`src/rtl/fetch_pkg.sv`:
```
// Shared types and constants for the instruction-fetch front end.
package fetch_pkg;

  typedef enum logic [1:0] {IDLE, WAIT, DROP} fetch_state_t;

  localparam logic [31:0] NOP_INST   = 32'h0000_0000;
  localparam logic [31:0] WORD_BYTES = 32'd4;

  function automatic logic [31:0] word_align(input logic [31:0] addr);
    return {addr[31:2], 2'b00};
  endfunction

endpackage

```
`src/rtl/inst_queue.sv`:
```
// Circular FIFO holding fetched {instruction, pc+4} pairs; head is read combinationally.
module inst_queue #(
  parameter int unsigned WIDTH = 64,
  parameter int unsigned DEPTH = 4,
  localparam int unsigned PtrW = (DEPTH > 1) ? $clog2(DEPTH) : 1,
  localparam int unsigned CntW = $clog2(DEPTH + 1)
) (
  input  logic             clk,
  input  logic             rst,
  input  logic             push,
  input  logic [WIDTH-1:0] push_data,
  input  logic             pop,
  input  logic             clear,
  output logic [CntW-1:0]  count,
  output logic             empty,
  output logic             full,
  output logic [WIDTH-1:0] head
);

  logic [WIDTH-1:0] mem_q [DEPTH];
  logic [PtrW-1:0]  wr_ptr_q, rd_ptr_q;
  logic [CntW-1:0]  count_q;
  logic             do_push, do_pop;

  assign empty   = (count_q == '0);
  assign full    = (count_q == CntW'(DEPTH));
  assign do_pop  = pop && !empty;
  // A push into a full queue is legal only when the head leaves in the same cycle.
  assign do_push = push && (!full || do_pop);

  always_ff @(posedge clk or posedge rst) begin
    if (rst) begin
      wr_ptr_q <= '0;
      rd_ptr_q <= '0;
      count_q  <= '0;
    end else if (clear) begin
      wr_ptr_q <= '0;
      rd_ptr_q <= '0;
      count_q  <= '0;
    end else begin
      if (do_push) wr_ptr_q <= wr_ptr_q + PtrW'(1);
      if (do_pop)  rd_ptr_q <= rd_ptr_q + PtrW'(1);
      count_q <= count_q + CntW'(do_push) - CntW'(do_pop);
    end
  end

  always_ff @(posedge clk) begin
    if (do_push && !clear) mem_q[wr_ptr_q] <= push_data;
  end

  assign count = count_q;
  assign head  = mem_q[rd_ptr_q];

endmodule

```
`src/rtl/fetch_prefetch_unit.sv`:
```
// Fetch front end: owns the fetch PC, runs one outstanding memory request at a time
// and queues fetched words for IF/ID; an ID redirect flushes and restarts fetch.
module fetch_prefetch_unit
  import fetch_pkg::*;
#(
  parameter int unsigned DEPTH    = 4,
  parameter logic [31:0] RESET_PC = 32'h0000_0000
) (
  input  logic        clk,
  input  logic        rst,
  input  logic        redirect,
  input  logic [31:0] redirect_pc,
  input  logic        consume,
  output logic        mem_req,
  output logic [31:0] mem_addr,
  input  logic        mem_ack,
  input  logic [31:0] mem_rdata,
  output logic        inst_valid,
  output logic [31:0] inst,
  output logic [31:0] pc_plus4
);

  localparam int unsigned CntW     = $clog2(DEPTH + 1);
  localparam logic [CntW:0] DepthLim = (CntW + 1)'(DEPTH);

  fetch_state_t    state_q, state_d;
  logic [31:0]     fetch_pc_q, fetch_pc_d;
  logic [31:0]     mem_addr_q, mem_addr_d;
  logic [31:0]     next_addr, target_pc;
  logic            push, pop, q_empty, q_full;
  logic [CntW-1:0] q_count;
  logic [CntW:0]   count_after;
  logic [63:0]     q_head;

  assign pop         = consume && !q_empty;
  assign next_addr   = mem_addr_q + WORD_BYTES;
  assign target_pc   = word_align(redirect_pc);
  // Occupancy after this cycle's push of the returning word and any head pop.
  assign count_after = {1'b0, q_count} + (CntW + 1)'(1) - (CntW + 1)'(pop);

  always_comb begin
    state_d    = state_q;
    fetch_pc_d = fetch_pc_q;
    mem_addr_d = mem_addr_q;
    push       = 1'b0;
    unique case (state_q)
      IDLE: begin
        if (redirect) begin
          fetch_pc_d = target_pc;
        end else if (!q_full || pop) begin
          mem_addr_d = fetch_pc_q;
          state_d    = WAIT;
        end
      end
      WAIT: begin
        if (redirect) begin
          fetch_pc_d = target_pc;
          state_d    = mem_ack ? IDLE : DROP;
        end else if (mem_ack) begin
          push       = 1'b1;
          fetch_pc_d = next_addr;
          if (count_after < DepthLim) begin
            mem_addr_d = next_addr;
          end else begin
            state_d = IDLE;
          end
        end
      end
      DROP: begin
        if (redirect) fetch_pc_d = target_pc;
        if (mem_ack)  state_d    = IDLE;
      end
      default: state_d = IDLE;
    endcase
  end

  always_ff @(posedge clk or posedge rst) begin
    if (rst) begin
      state_q    <= IDLE;
      fetch_pc_q <= RESET_PC;
      mem_addr_q <= RESET_PC;
    end else begin
      state_q    <= state_d;
      fetch_pc_q <= fetch_pc_d;
      mem_addr_q <= mem_addr_d;
    end
  end

  inst_queue #(
    .WIDTH(64),
    .DEPTH(DEPTH)
  ) u_inst_queue (
    .clk      (clk),
    .rst      (rst),
    .push     (push),
    .push_data({mem_rdata, next_addr}),
    .pop      (pop),
    .clear    (redirect),
    .count    (q_count),
    .empty    (q_empty),
    .full     (q_full),
    .head     (q_head)
  );

  assign mem_req    = (state_q != IDLE);
  assign mem_addr   = mem_addr_q;
  assign inst_valid = !q_empty;
  assign inst       = q_empty ? NOP_INST : q_head[63:32];
  assign pc_plus4   = q_empty ? 32'h0 : q_head[31:0];

endmodule

```
`config.mk`:
```
export PLATFORM = sky130hd
export DESIGN_NAME = fetch_prefetch_unit
export DESIGN_NICKNAME = d
export VERILOG_FILES = /design/src/rtl/fetch_pkg.sv /design/src/rtl/inst_queue.sv /design/src/rtl/fetch_prefetch_unit.sv
export SDC_FILE = /design/constraint.sdc
export NUM_CORES = 1
export LEC_CHECK = 0
export CAP_MARGIN = 20
export CORE_UTILIZATION = 56
export DETAILED_ROUTE_END_ITERATION = 16
export GPL_TIMING_DRIVEN = 0
export PLACE_DENSITY_LB_ADDON = 0.15
export REMOVE_ABC_BUFFERS = 1
export SLEW_MARGIN = 30
export SYNTH_ARGS = -nofsm -noshare
export SYNTH_HDL_FRONTEND = slang
export SYNTH_HIERARCHICAL = 1
export SYNTH_SLANG_ARGS = --single-unit
```
`constraint.sdc`:
```
create_clock -name clk -period 8.4 [get_ports clk]
set_clock_uncertainty 0.15 [all_clocks]
set_input_delay 1.68 -clock clk [delete_from_list [all_inputs] [get_ports clk]]
set_output_delay 1.68 -clock clk [all_outputs]
set_load 0.005 [all_outputs]
```
==> impl_metrics.tcl, run 1 <==
set metrics [dict create \
    fin_crit_ns 4.90 \
    top_level_ports 167 \
    drc 0 \
    grt_pass1_vias 8480 \
    synthCells 918 \
    cts_resized 0 \
    synth-xor-area-share_pct 1.91 \
    vias 8483 \
    finalHoldViolCount 0 \
    drt_iter0_drc 636 \
    cts_buffers 35 \
    fmax_ghz 0.204 \
    wl_per_cell_um 21.6 \
    yosysSeqAreaShare_pct 67.3 \
    slowest_delay_ns 0.67 \
    critPathKind "flop to output pin" \
    slew_viol_final 0 \
    timing.final.ws_setup_ns 3.50 \
    yosys-top-cells-area "edfxtp_1, dfrtp_1, mux4_2, nor2b_1, nand2_1" \
    core_sq_um 24500 \
    io_buffer_count 164 \
    place.gp.congestion 0.788 \
    die_h_um 161 \
    ys_types 69 \
    cp_cell_sequence "nor3_2, buf_4, buf_4, buf_4, buf_4, nor2b_1, clkdlybuf4s50_1" \
    seq_area_sq_um 9520 \
    met3_length_mm 1.90 \
    worst-endpoint-required_ns 6.57 \
    setup_viol 0 \
    synth_top_area_share_pct 54.4 \
    status "finished clean" \
    root_buffer "clkbuf_16" \
    worst_pin_slew_ns 1.03 \
    finalInstanceArea_sq_um 17400 \
    p_per_area_nw_per_um2 282 \
    ant_nets 0 \
    dr_wl_met2_mm 15.1 \
    cp-start-kind "flop" \
    diodes 0 \
    synth_area_leader_cell "edfxtp_1" \
    dpl_worst_slack_ns 3.48 \
    yosysWarnings 6 \
    dp.final_hpwl_mm 19.5 \
    drtPass1Iterations 9 \
    clockBufferDepth 3 \
    fin_tns_setup_ns 0 \
    place_area_sq_um 16300 \
    worstPathArrival_ns 3.07 \
    async_flop_share_pct 22.2 \
    p_leak_nw 5.92 \
    htree_levels 2 \
    grt-ovfl-total 0 \
    syn_area_sq_um 14100 \
    wl_met1_mm 13.3 \
    cpMostUsedCell "buf_4" \
    design.die.area_sq_um 25900 \
    syn_to_final_growth_pct 22.8 \
    nFillCells 1687 \
    endpoint_kind "output pin" \
    fin_nets 1155 \
    rsz0062_at_grt "no" \
    synthMuxAreaShare_pct 10.9 \
    peakVddDrop_v 0.000176 \
    timing.final.crit_share_pct 58.4 \
    hold_buffers 0 \
    drt-vias-per-instance 5.93 \
    yosys.area_share.simple_pct 10.5 \
    rows 57 \
    grt_pass1_wl_mm 48.4 \
    avgSynthCellArea_sq_um 15.4 \
    hold_ws_ns 0.327 \
    max-cap-violations 0 \
    critPathMaxFanout 10 \
    synth_top_family_by_area "multiplexers" \
    cts_tree "yes" \
    crit_slowest_cell "nor3_2" \
    yosysMostFrequentCell "edfxtp_1" \
    synthAdderAreaFrac_pct 0.673 \
    synth_compound_area_share_pct 6.02 \
    ys_seq_elements 329 \
    top_layer_used "met4" \
    grt_max_degree 44 \
    grt_usage_pct 24.5 \
    cts_num_sinks 329 \
    clkSlewWorstSetupHoldPaths_ns 0.06 \
    die_w_um 161 \
    multi_input_area_sq_um 4290 \
    drive_above_1_share_pct 15.0 \
    slew_headroom_pct 31.2 \
    post-route-util_pct 70.7 \
    antenna_found_initial 0 \
    drt_wl_total_mm 30.9 \
    yosys-top-cells-count "edfxtp_1, dfrtp_1, nor2b_1" \
    hold_class "flop to flop" \
    clock_latency_ns 0.51 \
    synth_edf_count 256 \
    postCtsSetupBuffers 0 \
    initial_core_util_pct 57.6 \
    synth_ff_type "edfxtp_1" \
]
-- final cells by class --
class | instances | area share (%)
Tap cell | 324 | 2.34
Sequential cell | 329 | 54.9
Timing Repair Buffer | 185 | 11.5
Clock inverter | 15 | 0.534
Multi-Input combinational cell | 506 | 24.7
Clock buffer | 49 | 5.59
Inverter | 22 | 0.490
-- per-layer routing --
layer / track usage [%] / vias to the layer above
li1: - / 3847
met1: 34.4 / 4287
met2: 40.0 / 301
met3: 4.16 / 48
met4: 7.03 / 0
met5: 0 / -
-- flip-flops by register name, summed over array words and instances (netlist names) --
signal / flops
u_inst_queue/rd_ptr_q: 2
mem_addr: 32
state_q: 2
u_inst_queue/wr_ptr_q: 2
fetch_pc_q: 32
u_inst_queue/count: 3
u_inst_queue/mem_q: 256
-- logic make-up (layout without fill, tap and decap cells) --
group | Yosys count | in the layout
AOI/OAI and AO/OA | 125 | 125
xor gates and xnor gates | 30 | 30
adders and majority gates | 7 | 7
buffers and inverters | 83 | 271
DFF | 329 | 329
muxes | 73 | 73
and+or+nand+nor | 271 | 271
-- critical path: cells and delay by family (launching register included) --
| family | cells | cell delay (ns) |
|---|---|---|
| DFF | 1 | 0.55 |
| buffers and inverters | 5 | 1.28 |
| and+or+nand+nor | 2 | 0.73 |
-- worst paths after layout --
| path | start | endpoint | slack [ns] | depth (start not counted) |
|---|---|---|---|---|
| setup / recovery | u_inst_queue/count[1]$_DFF_PP0_ | inst[2] | 3.50 | 7 |
| hold / removal | fetch_pc_q[0]$_DFFE_PP0P_ | mem_addr[0]$_DFFE_PP0P_ | 0.33 | 2 |
| setup reg to reg | u_inst_queue/count[1]$_DFF_PP0_ | mem_addr[23]$_DFFE_PP0P_ | 4.82 | 6 |
| hold reg to reg | fetch_pc_q[0]$_DFFE_PP0P_ | mem_addr[0]$_DFFE_PP0P_ | 0.33 | 2 |
| max in group asynchronous | rst | fetch_pc_q[5]$_DFFE_PP0P_ | 6.17 | 3 |
| min in group asynchronous | rst | u_inst_queue/wr_ptr_q[1]$_DFFE_PP0P_ | 1.34 | 2 |
-- metrics by stage --
stage,total power [W],std cells
finish,0.00489,1430
global route,0.00512,1430
CTS,0.00493,1430
detailed placement,0.00350,1366
global placement,0.00342,1345
floorplan,0.00281,857
-- placed cells by master, fill, tap and decap left out, types with 4 or more instances in the layout --
cell | synthesis | layout
a211oi_1 | 5 | 4
or2_2 | 4 | 4
o22ai_1 | 9 | 9
nand4_1 | 9 | 9
o21ai_0 | 29 | 29
nor2_1 | 43 | 42
clkbuf_1 | 40 | 11
buf_4 | 4 | 7
a21oi_1 | 26 | 25
nor2b_1 | 69 | 67
xor2_1 | 10 | 10
clkdlybuf4s50_1 | 0 | 163
and4_1 | 6 | 6
ha_1 | 6 | 6
clkinv_2 | 0 | 5
clkinv_1 | 1 | 6
and3_1 | 14 | 14
nor3_1 | 14 | 13
buf_16 | 0 | 6
edfxtp_1 | 256 | 256
clkbuf_16 | 0 | 36
xnor2_1 | 19 | 19
buf_12 | 0 | 5
mux4_2 | 64 | 64
mux2i_1 | 7 | 7
nand3_1 | 19 | 19
a21o_1 | 5 | 5
nand2b_1 | 7 | 5
a221o_1 | 7 | 7
nand2_1 | 61 | 61
dfrtp_1 | 73 | 71
inv_1 | 21 | 20
a32oi_1 | 10 | 10
and2_4 | 0 | 4
a31oi_1 | 5 | 5
-- report_power, final --
part           internal [W]  total (W)  switching (W)  leakage [nW]
Combinational      0.000627    0.00128       0.000656          2.18
Clock              0.000812    0.00142       0.000612         0.514
Sequential          0.00200    0.00218       0.000188          3.22
Total               0.00344    0.00489        0.00146          5.92
Note: power is estimated with default switching activity, not from simulation.
==> run 2, diff against run 1 <==
CORE_UTILIZATION = 51   (was 56)
clock period = 4.19 ns   (was 8.4 ns; I/O delays follow)
==> run 2 against run 1 <==
  * Sequential power increased by 100%
  * Die area rose by 9.7%
  * Via count is 1.0% lower
  * Clock power grew 120%
  * Wire length is essentially flat
  * Setup slack lost 3.2 ns
  * Sequential share of layout area shrank 0.47 points
  * Register-to-register slack got worse by 4.2 ns
  * Non-clock buffer count stayed put
  * Final area grew 0.87%
==> impl_metrics.tcl, run 2 (synthesized netlist as in run 1, its figures left out) <==
set metrics [dict create \
    status "finished clean" \
    drt-vias-per-instance 5.79 \
    initial_core_util_pct 52.3 \
    ant_nets 0 \
    endpoint_kind "output pin" \
    root_buffer "clkbuf_16" \
    critPathMaxFanout 24 \
    clock_latency_ns 0.52 \
    hold_class "flop to flop" \
    worst-endpoint-required_ns 3.20 \
    wl_per_cell_um 21.3 \
    timing.final.ws_setup_ns 0.264 \
    intPower_w 0.00722 \
    timing.final.crit_share_pct 93.7 \
    htree_levels 2 \
    core_sq_um 27000 \
    cp-start-kind "flop" \
    clockBufferDepth 3 \
    drt_iter0_drc 679 \
    slew_headroom_pct 34.7 \
    rows 60 \
    p_leak_nw 5.99 \
    grt-ovfl-total 0 \
    slew_viol_final 0 \
    grt_pass1_vias 8522 \
    postCtsSetupBuffers 0 \
    cpMostUsedCell "buf_12" \
    vias 8398 \
    clkSlewWorstSetupHoldPaths_ns 0.06 \
    layout_commonest_cell "edfxtp_1" \
    antenna_found_initial 1 \
    drive_above_1_share_pct 15.3 \
    drtPass1Iterations 5 \
    cts_resized 0 \
    grt_max_degree 43 \
    cts_buffers 36 \
    pwr-share-clk_pct 31.4 \
    cp_cell_sequence "buf_12, buf_12, mux4_2, nor2b_1, clkdlybuf4s50_1" \
    critPathKind "flop to output pin" \
    fin_tns_setup_ns 0 \
    r2r_slack_ns 0.64 \
    hold_ws_ns 0.313 \
    crit_slowest_cell "dfrtp_4" \
    cts_num_sinks 329 \
    hold_buffers 0 \
    fmax_ghz 0.255 \
    largest_reg_flops 256 \
    slowest_delay_ns 0.70 \
    rsz0062_at_grt "no" \
    dp.final_hpwl_mm 19.5 \
    total_power_w 0.0101 \
    die_w_um 168 \
    grt_usage_pct 22.4 \
    max-cap-violations 0 \
    syn_to_final_growth_pct 23.9 \
    layout_common_cells "edfxtp_1, clkdlybuf4s50_1, dfrtp_1" \
    worst_pin_slew_ns 0.978 \
    fin_nets 1156 \
    combinationalPowerShare_pct 25.3 \
    worstPathArrival_ns 2.94 \
    peakVddDrop_v 0.000406 \
    fin_crit_ns 3.93 \
    power.switching_w 0.00291 \
    p_per_area_nw_per_um2 579 \
    setup_viol 0 \
    grt_pass1_wl_mm 48.4 \
    dpl_worst_slack_ns 0.182 \
    p_seq_share_pct 43.3 \
    drt_wl_total_mm 30.9 \
    place.gp.congestion 0.788 \
    design.die.area_sq_um 28400 \
    drc 0 \
    power.share.switching_pct 28.8 \
    finalHoldViolCount 0 \
    top_level_ports 167 \
    die_h_um 168 \
    cts_tree "yes" \
    largest_register "u_inst_queue/mem_q" \
    io_buffer_count 164 \
]
run 2: changes by cell type in the layout (fill, tap and decap cells not counted), moves of 2 or more:
cell and delta:
inv_6 +2, buf_12 +2, clkinvlp_4 -2, clkbuf_1 +2
bufinv_16 +4, clkbuf_8 +2, clkinv_1 -4, buf_16 -2
run 2: metal layers:
layer | part of all wire (%) | vias up | track usage (%)
li1 | - | 3848 | -
met1 | 43 | 4262 | 30.4
met2 | 49 | 244 | 36.9
met3 | 5.9 | 44 | 4.40
met4 | 1.9 | 0 | 6.44
met5 | 0 | - | 0
run 2: area by class of cell:
class	instances	area [sq um]
timing repair buffer	185	1980
clock inverter	12	170
antenna	1	2.50
clock buffer	54	1030
inverter	22	85.1
multi-input combinational	506	4290
tap	341	427
sequential	329	9520
fill	1965	9520
run 2: worst max-delay path: cells and delay by family (launching register included):
kind	cells	cell delay, ns
buffers and inverters	3	1.00
and+or+nand+nor	1	0.15
muxes	1	0.53
DFF	1	0.70
run 2: power by group through the flow:
stage	logic [W]	registers (W)	clock network [W]
floorplan	0.00128	0.00436	0
global placement	0.00230	0.00444	0
detailed placement	0.00257	0.00444	0
CTS	0.00258	0.00438	0.00324
global route	0.00282	0.00443	0.00335
finish	0.00256	0.00438	0.00318
run 2: metrics by stage:
step / std cells / utilization (%) / area, sq um
2_1_floorplan: 857 / - / 13800
3_3_place_gp: 1362 / 58.8 / 15900
3_5_place_dp: 1383 / 60.3 / 16300
4_1_cts: 1449 / 64.8 / 17500
5_1_grt: 1450 / 64.8 / 17500
6_report: 1450 / 64.8 / 17500
run 2: final timing paths:
kind / start / end / cells past startpoint
worst min-delay path: fetch_pc_q[1]$_DFFE_PP0P_ / mem_addr[1]$_DFFE_PP0P_ / 2
min in group asynchronous: rst / u_inst_queue/rd_ptr_q[1]$_DFFE_PP0P_ / 2
worst max register to register: u_inst_queue/count[1]$_DFF_PP0_ / mem_addr[23]$_DFFE_PP0P_ / 7
max in group asynchronous: rst / fetch_pc_q[9]$_DFFE_PP0P_ / 3
worst min register to register: fetch_pc_q[1]$_DFFE_PP0P_ / mem_addr[1]$_DFFE_PP0P_ / 2
worst max-delay path: u_inst_queue/rd_ptr_q[0]$_DFFE_PP0P_ / inst[20] / 5
==> run 3, diff against run 2 <==
clock period = 3.46 ns   (was 4.19 ns; I/O delays follow)
==> run 3 against run 2 <==
  * Flip-flop and latch count unchanged
  * Largest power group unchanged
  * Core utilization increased by 0.71 points
  * Die area unchanged
  * Critical endpoint is now inst[29]
  * Critical path type unchanged
  * Highest routed layer is now met5
==> impl_metrics.tcl, run 3 (synthesized netlist as in run 1, its figures left out) <==
set metrics [dict create \
    die_h_um 168 \
    layout_commonest_cell "edfxtp_1" \
    setup_viol 0 \
    design.die.area_sq_um 28400 \
    root_buffer "clkbuf_16" \
    drt_wl_total_mm 32.5 \
    drive_above_1_share_pct 16.5 \
    io_buffer_count 164 \
    htree_levels 2 \
    ant_nets 0 \
    slew_viol_final 0 \
    cp-start-kind "flop" \
    fin_nets 1166 \
    p_leak_nw 6.30 \
    grt_pass1_vias 8553 \
    clockBufferDepth 3 \
    endpoint_kind "output pin" \
    grt-ovfl-total 0 \
    timing.final.crit_share_pct 97.5 \
    rows 60 \
    worstPathArrival_ns 2.53 \
    finalHoldViolCount 0 \
    critPathMaxFanout 25 \
    grt_pass1_wl_mm 48.8 \
    vias 8580 \
    cts_buffers 36 \
    dp.final_hpwl_mm 19.5 \
    layout_common_cells "edfxtp_1, clkdlybuf4s50_1, dfrtp_1" \
    clkSlewWorstSetupHoldPaths_ns 0.06 \
    cts_num_sinks 329 \
    place_area_sq_um 16300 \
    drt_iter0_drc 635 \
    place.gp.congestion 0.788 \
    antenna_found_initial 3 \
    slew_headroom_pct 33.5 \
    p_per_area_nw_per_um2 695 \
    finalInstanceArea_sq_um 17700 \
    dpl_worst_slack_ns -0.402 \
    drt-vias-per-instance 5.88 \
    largest_reg_flops 256 \
    peakVddDrop_v 0.000483 \
    top_level_ports 167 \
    fmax_ghz 0.296 \
    cts_tree "yes" \
    fin_crit_ns 3.38 \
    timing.final.ws_setup_ns 0.0848 \
    nFillCells 1956 \
    total_power_w 0.0123 \
    largest_register "u_inst_queue/mem_q" \
    grt_usage_pct 22.6 \
    syn_to_final_growth_pct 25.3 \
    status "finished clean" \
    drc 0 \
    clock_latency_ns 0.52 \
    worst_pin_slew_ns 0.998 \
    post-route-util_pct 65.5 \
    initial_core_util_pct 52.3 \
    drtPass1Iterations 5 \
    grt_max_degree 43 \
    max-cap-violations 0 \
    core_sq_um 27000 \
    worst-endpoint-required_ns 2.62 \
    wl_per_cell_um 22.2 \
    die_w_um 168 \
    critPathKind "flop to output pin" \
    hold_class "flop to flop" \
]
run 3: changes by cell type in the layout (fill, tap and decap cells not counted), moves of 2 or more:
cell,previous run,this run
and2_2,0,3
buf_12,7,5
buf_16,4,7
buf_4,6,9
clkdlybuf4s50_1,163,149
dfrtp_1,71,68
dfrtp_2,0,3
dlymetal6s2s_1,0,14
run 3: final cells by class:
class                      instances  area [sq um]  share of cell area [%]
inverter                          22          85.1                   0.481
clock inverter                    12           170                   0.962
tap                              341           427                    2.41
clock buffer                      54          1030                    5.82
timing repair buffer             192          2130                    12.0
antenna                            1          2.50                  0.0141
multi-input combinational        509          4330                    24.5
sequential                       329          9530                    53.8
run 3: power breakdown:
group | total [W] | internal [W] | switching (W)
Combinational | 0.00315 | 0.00153 | 0.00161
Clock | 0.00385 | 0.00237 | 0.00149
Sequential | 0.00531 | 0.00485 | 0.000456
run 3: metrics by stage:
stage               cells  TNS [ns]  hold slack, ns
floorplan             857   -887.57           0.289
global placement     1362  -2527.66           0.299
detailed placement   1383    -59.06           0.305
CTS                  1452  -0.00135           0.317
global route         1460  -0.00228           0.336
finish               1460         0           0.318
run 3: metal layers:
layer  GRT usage (%)  vias up  part of all wire, %
met5               0        -                0.099
met4            6.60        4                  2.2
met3            4.35       54                  6.3
met2            37.2      282                   49
met1            30.8     4371                   42
li1                -     3869                    -
run 3: timing repair:
| action | 4_1_cts | 5_1_grt |
|---|---|---|
| resized for setup | 2 | 21 |
| pin swaps | 1 | 4 |
| hold buffers | 0 | 0 |
| gates cloned | 0 | 4 |
| buffers inserted | 3 | 3 |
| setup endpoints to repair | 91 | 183 |
run 3: final timing paths:
kind / start / endpoint / slack, ns / depth (start not counted)
worst min-delay path: fetch_pc_q[1]$_DFFE_PP0P_ / fetch_pc_q[1]$_DFFE_PP0P_ / 0.32 / 2
worst min register to register: fetch_pc_q[1]$_DFFE_PP0P_ / fetch_pc_q[1]$_DFFE_PP0P_ / 0.32 / 2
min in group asynchronous: rst / u_inst_queue/rd_ptr_q[1]$_DFFE_PP0P_ / 0.35 / 2
worst max-delay path: u_inst_queue/rd_ptr_q[0]$_DFFE_PP0P_ / inst[29] / 0.08 / 5
max in group asynchronous: rst / mem_addr[1]$_DFFE_PP0P_ / 2.25 / 3
worst max register to register: u_inst_queue/count[1]$_DFF_PP0_ / u_inst_queue/mem_q[0][32]$_DFFE_PP_ / 0.12 / 9
run 3: worst max-delay path, stage by stage (launching register included):
cell,delay (ns)
dfrtp_4,0.44
buf_16,0.22
clkbuf_16,0.24
mux4_2,0.49
nor2b_1,0.13
clkdlybuf4s50_1,0.43
